[config.mk]
export PLATFORM = sky130hd
export DESIGN_NAME = layer_result_writer
export DESIGN_NICKNAME = d
export VERILOG_FILES = /design/src/rtl/layer_result_writer.sv
export SDC_FILE = /design/constraint.sdc
export NUM_CORES = 1
export LEC_CHECK = 0
export ABC_AREA = 1
export CORE_MARGIN = 3
export CORE_UTILIZATION = 40
export CTS_CLUSTER_DIAMETER = 120
export DETAILED_ROUTE_END_ITERATION = 16
export DONT_BUFFER_PORTS = 1
export PLACE_DENSITY = 0.56
export SYNTH_ARGS = -nofsm -noshare
export SYNTH_HDL_FRONTEND = slang
export SYNTH_SLANG_ARGS = --single-unit
[constraint.sdc]
create_clock -name clock -period 3.24 [get_ports clock]
set_input_delay 0.162 -clock clock [delete_from_list [all_inputs] [get_ports clock]]
set_output_delay 0.162 -clock clock [all_outputs]
set_load 0.01 [all_outputs]
[src/rtl/layer_result_writer.sv]
// Layer result writer: buffers per-cycle layer results in a FIFO and drains
// them to DDR3 as single-word writes at consecutive addresses from a per-layer
// base, with almost-full backpressure and a flush/done handshake.
module layer_result_writer #(
  parameter int DATA_WIDTH         = 32,
  parameter int ADDR_WIDTH         = 32,
  parameter int FIFO_DEPTH         = 16,
  parameter int ALMOST_FULL_MARGIN = 4,
  parameter int ADDR_STRIDE        = 4
) (
  input  logic                  clock,
  input  logic                  reset,
  input  logic                  Layer_Start,
  input  logic [ADDR_WIDTH-1:0] Base_Addr,
  input  logic                  Layer_End,
  input  logic [DATA_WIDTH-1:0] Result_Data,
  input  logic                  Result_Valid,
  input  logic                  DDR3_Write_Ack,
  output logic [ADDR_WIDTH-1:0] DDR3_Address,
  output logic [DATA_WIDTH-1:0] DDR3_Write_Data,
  output logic                  DDR3_WE,
  output logic                  Almost_Full,
  output logic                  Flush_Done,
  output logic [31:0]           Words_Written,
  output logic                  Drop_Err
);

  localparam int PTR_W = $clog2(FIFO_DEPTH);
  localparam int CNT_W = PTR_W + 1;

  localparam logic [1:0] ST_IDLE  = 2'd0;
  localparam logic [1:0] ST_RUN   = 2'd1;
  localparam logic [1:0] ST_FLUSH = 2'd2;

  logic [1:0]            state_q,    state_d;
  logic [PTR_W-1:0]      rd_ptr_q,   rd_ptr_d;
  logic [PTR_W-1:0]      wr_ptr_q,   wr_ptr_d;
  logic [CNT_W-1:0]      count_q,    count_d;
  logic [ADDR_WIDTH-1:0] wr_addr_q,  wr_addr_d;
  logic [31:0]           words_q,    words_d;
  logic                  drop_err_q, drop_err_d;
  logic [DATA_WIDTH-1:0] mem_q [FIFO_DEPTH];

  logic we, pop, push, full;

  // Write request, push/pop qualification and next-state computation
  always_comb begin
    we   = (state_q != ST_IDLE) && (count_q != '0);
    pop  = we && DDR3_Write_Ack;
    full = (count_q == CNT_W'(FIFO_DEPTH));
    // A full FIFO still accepts a push when the head leaves in the same cycle.
    push = Result_Valid && (state_q == ST_RUN) && (!full || pop);

    state_d    = state_q;
    rd_ptr_d   = rd_ptr_q;
    wr_ptr_d   = wr_ptr_q;
    count_d    = count_q;
    wr_addr_d  = wr_addr_q;
    words_d    = words_q;
    drop_err_d = drop_err_q;

    if (Result_Valid && !push) drop_err_d = 1'b1;

    if (push) wr_ptr_d = wr_ptr_q + PTR_W'(1);
    if (pop) begin
      rd_ptr_d  = rd_ptr_q + PTR_W'(1);
      wr_addr_d = wr_addr_q + ADDR_WIDTH'(ADDR_STRIDE);
      if (words_q != '1) words_d = words_q + 32'd1;
    end

    case ({push, pop})
      2'b10:   count_d = count_q + CNT_W'(1);
      2'b01:   count_d = count_q - CNT_W'(1);
      default: count_d = count_q;
    endcase

    case (state_q)
      ST_IDLE: begin
        if (Layer_Start) begin
          state_d   = ST_RUN;
          wr_addr_d = Base_Addr;
          words_d   = '0;
        end
      end
      ST_RUN: begin
        if (Layer_End) state_d = ST_FLUSH;
      end
      ST_FLUSH: begin
        if (count_q == '0) state_d = ST_IDLE;
      end
      default: state_d = ST_IDLE;
    endcase
  end

  // Control state registers with asynchronous reset
  always_ff @(posedge clock or posedge reset) begin
    if (reset) begin
      state_q    <= ST_IDLE;
      rd_ptr_q   <= '0;
      wr_ptr_q   <= '0;
      count_q    <= '0;
      wr_addr_q  <= '0;
      words_q    <= '0;
      drop_err_q <= 1'b0;
    end else begin
      state_q    <= state_d;
      rd_ptr_q   <= rd_ptr_d;
      wr_ptr_q   <= wr_ptr_d;
      count_q    <= count_d;
      wr_addr_q  <= wr_addr_d;
      words_q    <= words_d;
      drop_err_q <= drop_err_d;
    end
  end

  // FIFO storage; contents are invalidated by the pointer reset alone
  always_ff @(posedge clock) begin
    if (push) mem_q[wr_ptr_q] <= Result_Data;
  end

  // Output drive: DDR3 fields are zero whenever no request is presented
  always_comb begin
    DDR3_WE         = we;
    DDR3_Address    = we ? wr_addr_q : '0;
    DDR3_Write_Data = we ? mem_q[rd_ptr_q] : '0;
    Almost_Full     = (count_q >= CNT_W'(FIFO_DEPTH - ALMOST_FULL_MARGIN));
    Flush_Done      = (state_q == ST_FLUSH) && (count_q == '0);
    Words_Written   = words_q;
    Drop_Err        = drop_err_q;
  end

endmodule

* Yosys cells after proc, flatten, opt, wreduce, memory -nomap -nowiden
Memories as Yosys holds them, arrays and structs flattened. Index checks and enable logic that the tools add are counted.
Operators by class: add/subtract/negate cells 6, multiply operators 0, div/mod/pow operators 0, magnitude comparators 1, equality and inequality tests 9, shift operators 0, mux-type cells 16, bitwise operators 0, reduce and logical (&&, ||, !) cells 15
Operator list (number):
- $mux 32 | 9
- $add 32x1->32 const B | 1
- $add 32x3->32 const B | 1
- $ne 32x32->1 const B | 1
- $pmux 5 s2 | 1
- $add 4x1->4 const B | 2
- $logic_and 1x1->1 | 6
- $mux 2 | 3
- $ne 2x2->1 const B | 3
- $pmux 2 s3 | 1
- $add 5x1->5 const B | 1
- $eq 5x5->1 const B | 1
- $ge 5x4->1 const B | 1
- $logic_not 5->1 | 1
- $reduce_bool 5->1 | 1
- $sub 5x1->5 const B | 1
- $eq 2x1->1 const B | 2
- $eq 2x2->1 const B | 2
- $reduce_bool 2->1 | 2
- $reduce_and 3->1 | 1
- $logic_not 1->1 | 2
- $logic_not 2->1 | 1
- $mux 1 | 2
- $logic_or 1x1->1 | 1
Storage, ports and cells: register bits 80, bits in latches 0, bits in writable memories 512, memory bits (read-only) 0, input bits 70, output and inout bits 100, word-level logic and storage cells 55, memories kept 1
Memories:
- mem_q | depth 16, width 32, rd ports 1, clocked after memory_dff 0, write ports 1, RTL line 42 | logic [DATA_WIDTH-1:0] mem_q [FIFO_DEPTH];

* Logic depth before layout (Yosys ltp)
Gate-level depths: netlist of run 1.
word-level depth 7, depth in mapped cells 12, depth with buffers taken out 12

* Worst setup path after synthesis of run 1
Ideal clock, no wire load.
path kind register to register, start reg count_q[0], end mem mem_q[0][0], enable pin, library setup time 0.421 ns, arrival time 2.588 ns, setup slack 0.231 ns, stages on the path, launching flop included 10, path buffers 1, period minus slack after synthesis 3.009 ns, path through dfrtp_1 -> nor2_1 -> nand3_2 -> nand3_1 -> buf_4 -> nand4_1 -> nand2_1 -> inv_2 -> nand2_1 -> nor2_1
Between the ends: cells in the longest elaborated chain, start to end 7, elaborated cells on any way between the ends 9, those cells by class 1 x eq/ne; 2 x mux; 6 x reduce/logical
RTL lines:
- from (decl) | RTL line 38 | logic [CNT_W-1:0] count_q, count_d;
- from (signal assigned) | RTL line 109 | count_q <= count_d;
- $reduce_bool 5->1 | RTL line 48 | we = (state_q != ST_IDLE) && (count_q != '0);
- $logic_and 1x1->1 | RTL line 48
- $logic_and 1x1->1 | RTL line 49 | pop = we && DDR3_Write_Ack;
- $logic_or 1x1->1 (*) | RTL line 52 | push = Result_Valid && (state_q == ST_RUN) && (!full || pop);
- $logic_and 1x1->1 (*) | RTL line 52
- $mux 1 (*) | RTL line 118 | if (push) mem_q[wr_ptr_q] <= Result_Data;
- $mux 1 (not written as such) (*) | RTL line 118
- to (decl) | RTL line 42
Mark *: on every way between the ends. The rest lies on a longest branch, timed or not.

* Worst setup path in the final report of run 1
start reg rd_ptr_q[0], end out DDR3_Write_Data[19]
Between the ends: cells in the longest elaborated chain, start to end 2
RTL lines:
- from (decl) | RTL line 36 | logic [PTR_W-1:0] rd_ptr_q, rd_ptr_d;
- from (signal assigned) | RTL line 107 | rd_ptr_q <= rd_ptr_d;
- $mem_v2 16x32
- $mux 32 | RTL line 125 | DDR3_Write_Data = we ? mem_q[rd_ptr_q] : '0;
- to (decl) | RTL line 20 | output logic [DATA_WIDTH-1:0] DDR3_Write_Data,
No other way between the ends.

==> flow_metrics.env, run 1 <==
export IMPL_setup_tns_ps=0
export IMPL_slew_viol_final=0
export IMPL_grtUsageTotal_pct=20.6
export IMPL_synthCells=2359
export IMPL_crit_chain="buf_16, buf_12, o21ai_0, o221ai_1, nand3_1, a21oi_1, buf_4"
export IMPL_max_stage_delay_ps=640
export IMPL_cap_violations=0
export IMPL_final_cells=3335
export IMPL_final_cell_area_um2=29700
export IMPL_antenna_found_initial=4
export IMPL_place_area_um2=26900
export IMPL_grt_pass1_vias=17391
export IMPL_fin_crit_ps=3060
export IMPL_yosysTopAreaCellShare_pct=59.8
export IMPL_hold_class="in2reg"
export IMPL_drtPass1Iterations=5
export IMPL_place_congestion=0.856
export IMPL_crit_path_max_fanout=44
export IMPL_yosysWarnings=0
export IMPL_syn_area_um2=25700
export IMPL_dp_hpwl_um=41700
export IMPL_path_clk_slew_ps=60
export IMPL_peakVddDrop_uv=615
export IMPL_boundaryPins=170
export IMPL_met1_length_um=30800
export IMPL_wl_met2_um=33700
export IMPL_highest_layer="met5"
export IMPL_period_share_pct=94.5
export IMPL_outcome="finished, final reports clean"
export IMPL_dr_wl_met3_um=4260
export IMPL_yosysTopAreaCell="edfxtp_1"
export IMPL_hold_violations=0
export IMPL_final_util_pct=46.9
export IMPL_io_buffers=0
export IMPL_crit_path_end_kind="output port"
export IMPL_postRouteWirelength_um=70400
export IMPL_die_area_um2=67300
export IMPL_syn_area_per_cell_um2=10.9
export IMPL_layout_common_cells="528 x nor2_1, 512 x edfxtp_1, 280 x nand2_1, 225 x o21ai_0, 127 x o211ai_1"
export IMPL_worstReg2RegStart="count_q[0]$_DFFE_PP0P_"
export IMPL_area_growth_pct=15.5
export IMPL_synth_nets=2440
export IMPL_ctsRootBufferMaster="clkbuf_16"
export IMPL_hp_start="DDR3_Write_Ack"
export IMPL_initial_utilization_pct=40.6
export IMPL_layout_setup_ws_ps=177
export IMPL_setup_violations=0
export IMPL_clock_sinks=592
export IMPL_synthDistinctLibCells=40
export IMPL_p_leak_uw=0.0102
export IMPL_synth_top_cells_by_area="edfxtp_1 60%, nor2_1 7.9%, dfrtp_1 7.8%, o21ai_0 4.4%, nand2_1 4.1%"
export IMPL_dp_slack_ps=296
export IMPL_cp_slowest_cell="dfrtp_4"
export IMPL_final_common_cell="nor2_1"
export IMPL_crit_required_ps=3080
export IMPL_grt_max_degree=71
export IMPL_tightest_slew_ps=1340
export IMPL_fin_nets=2517
export IMPL_drive_above_1_share_pct=8.64
export IMPL_cts_inserted_buffers=66
export IMPL_antenna_left=0
export IMPL_std_cell_rows=92
export IMPL_drc=0
export IMPL_synth_async_sr_flop_share_pct=13.5
export IMPL_die_w_um=260
export IMPL_core_area_um2=63300
export IMPL_rsz0062_at_grt="no"
export IMPL_skew_ps=37.6
export IMPL_powerDensity_nw_per_um2=856
export IMPL_placed_cells=3144
export IMPL_synth_edff_count=512
export IMPL_ys_ff_latch=592
export IMPL_wl_per_cell_um=21.1
export IMPL_cp_start_kind="register"
export IMPL_avgViaCountPerCell=5.33
export IMPL_ys_flop_type="edfxtp_1"
export IMPL_cts_tree="done"
export IMPL_fmax_ghz=0.326
export IMPL_ys_seq_area_share_pct=67.6
export IMPL_vias=17761
export IMPL_cts_path_max_buffers=3
export IMPL_clock_latency_ps=610
export IMPL_drtIter0Drc=1411
export IMPL_die_h_um=260
export IMPL_critPathKind="reg2out"
export IMPL_cp_arrival_ps=2900
export IMPL_slew_headroom_pct=10.5
export IMPL_grt_pass1_wl_um=106000
export IMPL_startpoint="rd_ptr_q[0]$_DFFE_PP0N_"
export IMPL_grt_ovfl_total=0
export IMPL_cts_htree_levels=3
==> repair_timing <==
item | CTS | global route
endpoints found under the hold margin | 596 | 0
endpoints found under the setup margin | 0 | 22
gates resized for setup | 0 | 5
hold buffers | 68 | 0
buffers inserted | 0 | 1
==> synth_stat cells (17+ instances only) <==
cell type	count
nor2_1	544
edfxtp_1	512
nand2_1	282
o21ai_0	225
o211ai_1	127
inv_1	105
nand3_1	101
o21ai_1	86
dfrtp_1	80
clkbuf_1	70
a21oi_1	52
buf_2	28
nand4_1	20
xor2_1	18
buf_6	17
==> registers in the layout, summed over array words and instances, names as in the netlist <==
signal         count
Words_Written     32
Drop_Err           1
count_q            5
rd_ptr_q           4
mem_q            512
wr_ptr_q           4
wr_addr_q         32
state_q            2
==> power by group <==
group	internal (uW)	switching (uW)	total (uW)
Combinational	2800	6160	8960
Clock	3980	3120	7100
Sequential	8830	500	9330
Total	15600	9780	25400
==> routing by layer <==
metal	global-route usage, %	vias up
li1	-	8433
met1	27.6	8714
met2	34.0	490
met3	4.41	120
met4	5.81	4
met5	0	-
==> logic make-up (layout without fill, tap and decap cells) <==
| group | after synthesis | in the layout | synth area share [%] |
|---|---|---|---|
| and+or+nand+nor | 990 | 990 | 15.7 |
| adders and majority gates | 11 | 11 | 0.565 |
| xor gates and xnor gates | 18 | 18 | 0.613 |
| AOI/OAI and AO/OA | 508 | 508 | 11.3 |
| other | 0 | 2 | 0 |
| buffers and inverters | 240 | 368 | 4.27 |
| DFF | 592 | 592 | 67.6 |
==> critical path, delay by kind of cell (launching register included) <==
| family | cells | cell delay [ps] |
|---|---|---|
| AOI/OAI and AO/OA | 3 | 740 |
| buffers and inverters | 3 | 740 |
| DFF | 1 | 640 |
| and+or+nand+nor | 1 | 130 |
==> metrics by stage <==
step / hold slack, ps / power [uW]
2_1_floorplan: 261 / 15200
3_3_place_gp: 262 / 18100
3_5_place_dp: 262 / 18200
4_1_cts: 8.55 / 25500
5_1_grt: 55.3 / 26900
6_report: 43.9 / 25400
==> final timing paths <==
check / slack (ps) / depth (start not counted) / end
worst max-delay path: 180 / 7 / DDR3_Write_Data[19]
worst min-delay path: 40 / 4 / wr_ptr_q[0]$_DFFE_PP0P_
worst max register to register: 370 / 8 / mem_q[13][12]$_DFFE_PP_
worst min register to register: 510 / 2 / state_q[1]$_DFFE_PP0P_
max in group asynchronous: 2300 / 3 / wr_addr_q[19]$_DFF_PP0_
min in group asynchronous: 210 / 2 / Words_Written[16]$_DFF_PP0_
==> cell type report <==
class / count / area, um2
Fill cell: 5783 / 33600
Sequential cell: 592 / 17400
Multi-Input combinational cell: 1527 / 7360
Clock buffer: 84 / 1760
Timing Repair Buffer: 139 / 1390
Tap cell: 846 / 1060
Inverter: 110 / 429
Clock inverter: 35 / 285
Antenna cell: 2 / 5.00
No activity file was read; power rests on OpenSTA's default activity.
==> run 2: changes to the inputs <==
--- a/config.mk
+++ b/config.mk
@@ -5,12 +5,12 @@
 export SDC_FILE = /design/constraint.sdc
 export NUM_CORES = 1
 export LEC_CHECK = 0
-export ABC_AREA = 1
 export CORE_MARGIN = 3
 export CORE_UTILIZATION = 40
 export CTS_CLUSTER_DIAMETER = 120
 export DETAILED_ROUTE_END_ITERATION = 16
 export DONT_BUFFER_PORTS = 1
+export GPL_ROUTABILITY_DRIVEN = 0
 export PLACE_DENSITY = 0.56
 export SYNTH_ARGS = -nofsm -noshare
 export SYNTH_HDL_FRONTEND = slang
==> flow_metrics.env, run 2 <==
export IMPL_synth_edff_count=512
export IMPL_crit_family="buffers and inverters"
export IMPL_place_area_um2=25600
export IMPL_switching_share_pct=31.6
export IMPL_crit_required_ps=3080
export IMPL_powerDensity_nw_per_um2=822
export IMPL_cap_violations=0
export IMPL_cts_path_max_buffers=3
export IMPL_drtIter0Drc=1133
export IMPL_cpMostUsedCell="buf_4"
export IMPL_placed_cells=2117
export IMPL_cp_start_kind="register"
export IMPL_ys_seq_area_share_pct=71.6
export IMPL_final_common_cell="edfxtp_1"
export IMPL_syn_area_per_cell_um2=17.8
export IMPL_power_switching_uw=7380
export IMPL_combPwrFrac_pct=28.0
export IMPL_antenna_left=0
export IMPL_slew_viol_final=0
export IMPL_tightest_slew_ps=1000
export IMPL_grtUsageTotal_pct=17.7
export IMPL_initial_utilization_pct=40.8
export IMPL_ys_flop_type="edfxtp_1"
export IMPL_synth_async_sr_flop_share_pct=13.5
export IMPL_clock_sinks=592
export IMPL_area_growth_pct=16.8
export IMPL_die_w_um=252
export IMPL_antenna_found_initial=5
export IMPL_yosysTopAreaCell="edfxtp_1"
export IMPL_crit_path_max_fanout=24
export IMPL_seqPwrFrac_pct=41.8
export IMPL_drc=0
export IMPL_vias=13027
export IMPL_grt_max_degree=67
export IMPL_synthCells=1368
export IMPL_synth_top_cells_by_area="edfxtp_1 63%, mux4_2 12%, dfrtp_1 8.2%, a211oi_1 2.0%, mux2i_1 1.5%"
export IMPL_hold_violations=0
export IMPL_hold_class="in2reg"
export IMPL_worst_path_buf_inv=3
export IMPL_dp_hpwl_um=33400
export IMPL_n_fill_cell=4992
export IMPL_cts_resized=0
export IMPL_cts_tree="done"
export IMPL_layout_common_cells="512 x edfxtp_1, 128 x mux4_2, 76 x dfrtp_1, 69 x nand2_1, 69 x dlygate4sd3_1"
export IMPL_yosysMostFrequentCell="edfxtp_1"
export IMPL_p_leak_uw=0.00921
export IMPL_fin_nets=1565
export IMPL_final_cells=2309
export IMPL_synthTopCellsByCount="512 x edfxtp_1, 128 x mux4_2, 80 x dfrtp_1, 69 x nand2_1, 64 x a211oi_1"
export IMPL_io_buffers=0
export IMPL_cp_slowest_cell="or4_1"
export IMPL_setup_violations=0
export IMPL_slew_headroom_pct=33.1
export IMPL_die_area_um2=63700
export IMPL_max_stage_delay_ps=570
export IMPL_rsz0062_at_grt="no"
export IMPL_die_h_um=252
export IMPL_grt_ovfl_total=0
export IMPL_outcome="finished, final reports clean"
export IMPL_crit_chain="or4_1, buf_4, o22ai_4, buf_4, a211oi_1, buf_4"
export IMPL_cp_arrival_ps=2930
export IMPL_peakVddDrop_uv=515
export IMPL_grt_pass1_vias=13372
export IMPL_skew_ps=34.1
export IMPL_cts_htree_levels=2
export IMPL_critPathKind="reg2out"
export IMPL_synth_nets=1449
export IMPL_crit_path_end_kind="output port"
export IMPL_setup_tns_ps=0
export IMPL_layout_setup_ws_ps=143
export IMPL_path_clk_slew_ps=60
export IMPL_fmax_ghz=0.323
export IMPL_ctsRootBufferMaster="clkbuf_16"
export IMPL_clock_latency_ps=650
export IMPL_cts_inserted_buffers=61
export IMPL_dp_slack_ps=182
export IMPL_wl_per_cell_um=24.3
export IMPL_boundaryPins=170
export IMPL_drive_above_1_share_pct=20.7
export IMPL_internal_power_uw=15900
export IMPL_yosysTopAreaCellShare_pct=63.3
export IMPL_largest_reg_flops=512
export IMPL_syn_area_um2=24300
export IMPL_std_cell_rows=89
export IMPL_regMostFlops="mem_q"
export IMPL_yosysWarnings=0
export IMPL_fin_crit_ps=3100
export IMPL_clockPowerShare_pct=30.2
export IMPL_ys_ff_latch=592
export IMPL_synthDistinctLibCells=54
export IMPL_core_area_um2=59600
export IMPL_period_share_pct=95.6
export IMPL_grt_pass1_wl_um=85800
export IMPL_drtPass1Iterations=5
export IMPL_final_cell_area_um2=28400
export IMPL_postRouteWirelength_um=56200
export IMPL_avgViaCountPerCell=5.64
==> run 2: cell count changes after synthesis, sizes merged, moves of 34 or more <==
cell	delta
mux4	+128
and2	+34
o211ai	-118
nand2	-220
o21ai	-278
nor2	-520
mux2i	+36
inv	-102
a211oi	+64
nand3	-83
==> run 2: cell type report <==
class | instances | area [um2] | share of cell area [%]
clock inverter | 45 | 480 | 1.69
timing repair buffer | 135 | 1260 | 4.45
antenna | 2 | 5.00 | 0.0176
clock buffer | 68 | 1550 | 5.47
multi-input combinational | 686 | 6680 | 23.5
inverter | 8 | 31.3 | 0.110
sequential | 592 | 17400 | 61.3
tap | 773 | 967 | 3.41
==> run 2: per-layer routing <==
metal / vias up / share of wire [%] / GRT usage [%]
met5: - / 0.073 / 0
li1: 5783 / - / -
met4: 6 / 2.0 / 4.63
met1: 6791 / 44 / 24.9
met3: 83 / 5.8 / 3.48
met2: 364 / 48 / 28.6
==> run 2: cells by family (layout without fill, tap and decap cells) <==
family          count (synthesis)  count (layout)  share of synthesized area (%)
compound gates                177             177                           4.91
xor+xnor                       35              35                           1.26
fa+ha+maj                      11              11                          0.598
buf+inv                        90             256                           1.53
flops                         592             592                           71.6
mux                           167             167                           13.5
other cells                     0               2                              0
simple gates                  296             296                           6.65
==> run 2: what timing repair did <==
item,CTS,global route
endpoints found under the setup margin,0,5
endpoints found under the hold margin,597,0
setup buffers,0,8
hold buffers,69,0
==> run 2: final timing paths <==
kind / start / to / slack (ps) / cells after the start
worst max-delay path: count_q[0]$_DFFE_PP0P_ / DDR3_Write_Data[12] / 140 / 6
worst min-delay path: DDR3_Write_Ack / rd_ptr_q[0]$_DFFE_PP0N_ / 50 / 4
worst max register to register: count_q[0]$_DFFE_PP0P_ / count_q[4]$_DFFE_PP0P_ / 230 / 10
worst min register to register: wr_addr_q[0]$_DFFE_PP0P_ / wr_addr_q[0]$_DFFE_PP0P_ / 490 / 2
max in group asynchronous: reset / Words_Written[18]$_DFF_PP0_ / 2330 / 3
min in group asynchronous: reset / wr_addr_q[2]$_DFF_PP0_ / 60 / 2
==> run 2: worst reg2reg max path: stages (launching register included) <==
cell	delay [ps]
dfrtp_1	450
or4_1	570
o21ai_1	230
buf_4	180
nor2_1	120
fa_1	440
a21o_1	190
a21oi_1	230
nor2_1	90
a221oi_1	300
a21oi_1	80
==> run 2: power by group through the flow <==
stage	clock, uW	combinational, uW	sequential (uW)
6_report	7040	6530	9750
5_1_grt	7540	7150	9830
4_1_cts	7240	6590	9780
3_5_place_dp	0	6400	9940
3_3_place_gp	0	6390	9910
2_1_floorplan	0	4970	9290
==> run 2: metrics by stage <==
stage          utilization [%]  power (uW)  hold WS [ps]
6_report                  47.6       23300          52.5
5_1_grt                   47.6       24500          60.1
4_1_cts                   47.5       23600          21.1
3_5_place_dp              42.9       16300           118
3_3_place_gp              42.9       16300           116
2_1_floorplan                -       14300           261
